<file path="src/rtl/imem_loader_pkg.sv">
// Shared definitions for the instruction-memory boot loader: FSM states,
// byte/word geometry and the big-endian byte insertion helper.
package imem_loader_pkg;

   typedef enum logic [1:0] {
      LOAD = 2'd0,
      RUN  = 2'd1,
      ERR  = 2'd2
   } loaderState_e;

   localparam int BYTES_PER_WORD = 4;
   localparam int BYTE_W         = 8;
   localparam int WORD_W         = BYTES_PER_WORD * BYTE_W;
   localparam int IDX_W          = 2;

   // Byte k of a word lands in the k-th most significant byte lane (MSB-first).
   function automatic logic [WORD_W-1:0] insertByte(input logic [WORD_W-1:0] word,
                                                    input logic [IDX_W-1:0]  idx,
                                                    input logic [BYTE_W-1:0] data);
      logic [WORD_W-1:0] result;
      result = word;
      for (int k = 0; k < BYTES_PER_WORD; k++) begin
         if (idx == IDX_W'(k)) begin
            result[WORD_W-1-BYTE_W*k -: BYTE_W] = data;
         end
      end
      return result;
   endfunction

endpackage

</file>
<file path="src/rtl/imem_loader_byte_packer.sv">
// Collects accepted bytes into a 32-bit word; flags completion on the fourth
// byte or on an early last byte, in which case the unfilled lanes read as zero.
module byte_packer
   import imem_loader_pkg::*;
(
   input  logic              clk,
   input  logic              reset_n,
   input  logic              clear,
   input  logic              accept,
   input  logic [BYTE_W-1:0] data,
   input  logic              last,
   output logic              wordReady,
   output logic [WORD_W-1:0] packedWord,
   output logic [IDX_W-1:0]  byteIdx
);

   logic [WORD_W-1:0] wordReg;

   // Starting a new word from zero makes zero-fill of a short final word free.
   always_comb begin
      packedWord = insertByte((byteIdx == '0) ? '0 : wordReg, byteIdx, data);
      wordReady  = accept && (last || (byteIdx == IDX_W'(BYTES_PER_WORD-1)));
   end

   always_ff @(posedge clk or negedge reset_n) begin
      if (!reset_n) begin
         byteIdx <= '0;
         wordReg <= '0;
      end else if (clear) begin
         byteIdx <= '0;
         wordReg <= '0;
      end else if (accept) begin
         if (wordReady) begin
            byteIdx <= '0;
            wordReg <= '0;
         end else begin
            byteIdx <= byteIdx + 1'b1;
            wordReg <= packedWord;
         end
      end
   end

endmodule

</file>
<file path="src/rtl/imem_loader.sv">
// Boot-time loader: streams image bytes into instruction memory as packed
// words and holds the core in reset until the image has landed cleanly.
module imem_loader
   import imem_loader_pkg::*;
#(
   parameter int ADDR_W    = 8,
   parameter int BASE_ADDR = 0
) (
   input  logic              clk,
   input  logic              reset_n,
   input  logic              s_valid,
   input  logic [BYTE_W-1:0] s_data,
   input  logic              s_last,
   output logic              s_ready,
   input  logic              reload,
   output logic              wr_en,
   output logic [ADDR_W-1:0] wr_addr,
   output logic [WORD_W-1:0] wr_data,
   output logic              cpu_reset,
   output logic              done,
   output logic              error,
   output logic [ADDR_W:0]   word_count
);

   localparam logic [ADDR_W-1:0] BASE     = ADDR_W'(BASE_ADDR);
   localparam logic [ADDR_W-1:0] TOP_ADDR = '1;

   loaderState_e      state;
   logic              atTop;
   logic              endPending;
   logic              endIsError;
   logic              accept;
   logic              packAccept;
   logic              wordReady;
   logic [WORD_W-1:0] packedWord;
   logic [IDX_W-1:0]  byteIdx;

   assign accept     = s_valid && s_ready;
   assign packAccept = accept && !atTop;

   byte_packer packer (
      .clk        (clk),
      .reset_n    (reset_n),
      .clear      (reload),
      .accept     (packAccept),
      .data       (s_data),
      .last       (s_last),
      .wordReady  (wordReady),
      .packedWord (packedWord),
      .byteIdx    (byteIdx)
   );

   // Loader FSM. The address advances the edge after each write strobe and
   // parks at the top of memory so a further byte is an overflow, never a wrap.
   // s_ready drops as soon as the final byte is taken so nothing sneaks in
   // during the closing write cycle.
   always_ff @(posedge clk or negedge reset_n) begin
      if (!reset_n) begin
         state      <= LOAD;
         s_ready    <= 1'b1;
         wr_en      <= 1'b0;
         wr_addr    <= BASE;
         wr_data    <= '0;
         cpu_reset  <= 1'b1;
         done       <= 1'b0;
         error      <= 1'b0;
         word_count <= '0;
         atTop      <= 1'b0;
         endPending <= 1'b0;
         endIsError <= 1'b0;
      end else if (reload) begin
         state      <= LOAD;
         s_ready    <= 1'b1;
         wr_en      <= 1'b0;
         wr_addr    <= BASE;
         wr_data    <= '0;
         cpu_reset  <= 1'b1;
         done       <= 1'b0;
         error      <= 1'b0;
         word_count <= '0;
         atTop      <= 1'b0;
         endPending <= 1'b0;
         endIsError <= 1'b0;
      end else begin
         wr_en <= 1'b0;
         if (wr_en) begin
            word_count <= word_count + 1'b1;
            if (!atTop) begin
               wr_addr <= wr_addr + 1'b1;
            end
         end
         case (state)
            LOAD: begin
               if (endPending) begin
                  endPending <= 1'b0;
                  if (endIsError) begin
                     state <= ERR;
                     error <= 1'b1;
                  end else begin
                     state     <= RUN;
                     cpu_reset <= 1'b0;
                     done      <= 1'b1;
                  end
               end else if (accept) begin
                  if (atTop) begin
                     state   <= ERR;
                     error   <= 1'b1;
                     s_ready <= 1'b0;
                  end else if (wordReady) begin
                     wr_en   <= 1'b1;
                     wr_data <= packedWord;
                     if (wr_addr == TOP_ADDR) begin
                        atTop <= 1'b1;
                     end
                     if (s_last) begin
                        s_ready    <= 1'b0;
                        endPending <= 1'b1;
                        endIsError <= (byteIdx != IDX_W'(BYTES_PER_WORD-1));
                     end
                  end
               end
            end
            default: begin
            end
         endcase
      end
   end

endmodule
</file>
<file path="config.mk">
export PLATFORM = sky130hd
export DESIGN_NAME = imem_loader
export DESIGN_NICKNAME = d
export VERILOG_FILES = /design/src/rtl/imem_loader_pkg.sv /design/src/rtl/imem_loader_byte_packer.sv /design/src/rtl/imem_loader.sv
export SDC_FILE = /design/constraint.sdc
export NUM_CORES = 1
export LEC_CHECK = 0
export CORE_AREA = 3 3 93 95
export CTS_CLUSTER_DIAMETER = 120
export DETAILED_ROUTE_END_ITERATION = 8
export DIE_AREA = 0 0 96 98
export GPL_TIMING_DRIVEN = 0
export PLACE_DENSITY = 0.76
export SLEW_MARGIN = 20
export SYNTH_ARGS = -nofsm -noshare
export SYNTH_HDL_FRONTEND = slang
export SYNTH_SLANG_ARGS = --single-unit
</file>
<file path="constraint.sdc">
create_clock -name clk -period 2.7 [get_ports clk]
set_input_delay 0.81 -clock clk [delete_from_list [all_inputs] [get_ports clk]]
set_output_delay 0.81 -clock clk [all_outputs]
set_load 0.02 [all_outputs]
</file>
==> impl_metrics.yaml <==
run_status:
  outcome: "completed"
power:
  p_leak_nw: 2.34
  ir_drop_v: 0.000308
  power.density_nw_per_um2: 537
  finalPower_mw: 2.78
clocking:
  path_clk_slew_ns: 0.10
  post-cts-setup-buffers: 0
  cts_resized: 0
  cts_tree: "done"
  cts_buffers: 9
  cts.htree.levels: 3
  clkSinkCount: 93
  cts_root_buf: "clkbuf_8"
  worstSkewPairLatency_ns: 0.37
  clock_path_buffers: 2
  ctsHoldBuffers: 0
logic_synthesis:
  netlist_area_um2: 4170
  ys_seq_elements: 93
  ys.flop_type: "dfrtp_1"
  synth_warnings: 0
  yosysMostFrequentCell: "dfrtp_1"
  yosysTopAreaCell: "dfrtp_1"
  async_flop_share_pct: 100
  postSynthAreaPerCell_um2: 11.4
  synthTopCellsByCount: "91 x dfrtp_1, 67 x nor2_1, 28 x a22oi_1, 16 x a211oi_1, 16 x a22o_1"
  synth-edff-count: 0
  synth_top_cell_area_share_pct: 54.6
  syn_inst: 367
  syn_nets: 386
  ys_seq_area_share_pct: 55.8
  ys_top_cells_by_area: "dfrtp_1 55%, nor2_1 6.0%, a22oi_1 5.0%"
  synth_cell_type_count: 45
setup_path:
  path_delay_family: "buffers and inverters"
  crit_arrival_ns: 1.56
  crit_path_end_kind: "output port"
  start_kind: "flop"
  r2r_start: "packer.byteIdx[0]"
  critical_path.max_fanout: 5
  path_cells: "clkdlybuf4s50_1"
  cp.required_ns: 1.89
  reg2reg_to: "wr_data[19]"
  ff2ff_setup_slack_ns: 0.63
  slowest_stage: "clkdlybuf4s50_1"
  reg2reg_depth: 7
  worst-path-buf-inv: 1
  slowest_delay_ns: 0.62
  path_class: "flop to output port"
detailed_routing:
  drt_iter0_drc: 182
  via_per_inst: 5.65
  wl_um: 9410
  drc: 0
  dr_total_vias: 3114
  ant_nets: 0
  wire_per_inst_um: 17.1
  firstDrtPassIters: 4
sta:
  finalCritPeriodShare_pct: 87.8
  relSlewSlack_pct: 63.7
  timing.fmax_mhz: 422
  rsz0062_at_grt: "no"
  slew_violations: 0
  worst_pin_slew_ns: 0.542
  setup_viol_count_final: 0
  fin_crit_ns: 2.37
  finClkSkew_ns: 0.00697
  finalHoldViolCount: 0
die:
  boundaryPins: 67
  die_width_um: 96
  die_area_um2: 9410
  num_rows: 32
  start_util_pct: 53.5
  coreArea_um2: 7810
  die_h_um: 98
global_route:
  grtUsageTotal_pct: 21.7
  grt_pass1_wl_um: 16000
  grt_pass1_vias: 3178
  grt_max_degree: 84
  antenna_found_initial: 0
  grt_overflow: 0
placed_design:
  portBuffers: 65
  place_inst: 535
  hpwl_um: 6630
  gp_congestion: 0.816
layout:
  instances_no_fill: 551
  multi_input_area_um2: 1680
  area_growth_syn_to_layout_pct: 23.9
  drive_above_1_share_pct: 11.6
  nNetsFinal: 463
  nFillCells: 597
  antenna_cells: 0
  final-seq-area_um2: 2330
job:
  maxCapViolCount: 0
hold_path:
  hp-class: "primary input to asynchronous set/reset pin"
-- sequential cells by signal, indices dropped and copies added (netlist names) --
| signal | cells |
|---|---|
| endIsError | 1 |
| packer.byteIdx | 2 |
| s_ready | 1 |
| wr_en | 1 |
| done | 1 |
| word_count | 9 |
| wr_data | 32 |
| cpu_reset | 1 |
| packer.wordReg | 32 |
| state | 2 |
| error | 1 |
| endPending | 1 |
| atTop | 1 |
| wr_addr | 8 |
-- through the flow --
stage | instance area (um^2) | util, % | setup slack (ns) | hold slack, ns | TNS (ns)
2_1_floorplan | 4170 | - | 0.604 | 0.465 | 0
3_3_place_gp | 4950 | 63.4 | -2.51 | 0.482 | -230.74
3_5_place_dp | 4980 | 63.8 | -0.00704 | 0.491 | -0.0133
4_1_cts | 5170 | 66.2 | 0.319 | 0.234 | 0
5_1_grt | 5170 | 66.2 | 0.293 | 0.222 | 0
6_report | 5170 | 66.2 | 0.328 | 0.229 | 0
-- per-layer routing --
layer / vias to the layer above / part of all wire (%) / track usage, %
met2: 83 / 49 / 33.4
met3: 14 / 4.2 / 3.47
li1: 1468 / - / -
met1: 1549 / 45 / 31.2
met4: 0 / 1.9 / 7.77
met5: - / 0 / 0
-- kinds of logic (layout without fill, tap and decap cells) --
logic type               count (synthesis)  after routing  synth area share [%]
adder cells (fa/ha/maj)                  6              6                  1.80
multiplexers                            27             27                  7.85
flip-flops                              93             93                  55.8
AO/OA/AOI/OAI                           83             83                  14.7
XOR/XNOR                                14             14                  2.94
buffers and inverters                   31            113                  3.90
AND/OR/NAND/NOR                        113            113                  12.9
-- area by class of cell --
| class | instances | area share, % |
|---|---|---|
| sequential | 93 | 45.1 |
| multi-input combinational | 243 | 32.5 |
| timing repair buffer | 66 | 13.1 |
| buffer | 24 | 2.64 |
| tap | 102 | 2.47 |
| clock buffer | 9 | 2.40 |
| clock inverter | 7 | 1.26 |
| inverter | 7 | 0.508 |
-- layout by cell type, fill, tap and decap left out, types with 7 or more instances in the layout --
| cell type | n |
|---|---|
| dfrtp_1 | 91 |
| nor2_1 | 67 |
| clkdlybuf4s50_1 | 64 |
| a22oi_1 | 28 |
| a211oi_1 | 16 |
| a22o_1 | 16 |
| clkbuf_1 | 12 |
| and3_1 | 12 |
| mux2i_1 | 11 |
| mux2_4 | 10 |
| xor2_1 | 9 |
| a21oi_1 | 9 |
| clkbuf_8 | 9 |
| inv_1 | 7 |
-- report_power, final --
| part | total [mW] | internal [mW] | switching (mW) |
|---|---|---|---|
| logic | 0.405 | 0.164 | 0.241 |
| clock network | 0.903 | 0.359 | 0.544 |
| registers | 1.47 | 1.44 | 0.0303 |
-- worst max-delay path by stage --
stage	depth (start not counted)	slack [ns]	endpoint	from
after global routing	6	0.29	packer.wordReg[28]	s_last
final	1	0.33	s_ready	s_ready
after detailed placement	8	-0.007	wr_data[15]	s_valid
after CTS	1	0.32	s_ready	s_ready
after global placement	1	-2.51	word_count[0]	reset_n
after floorplan	7	0.60	wr_data[14]	s_valid
Power figures use the tool's default switching activity.
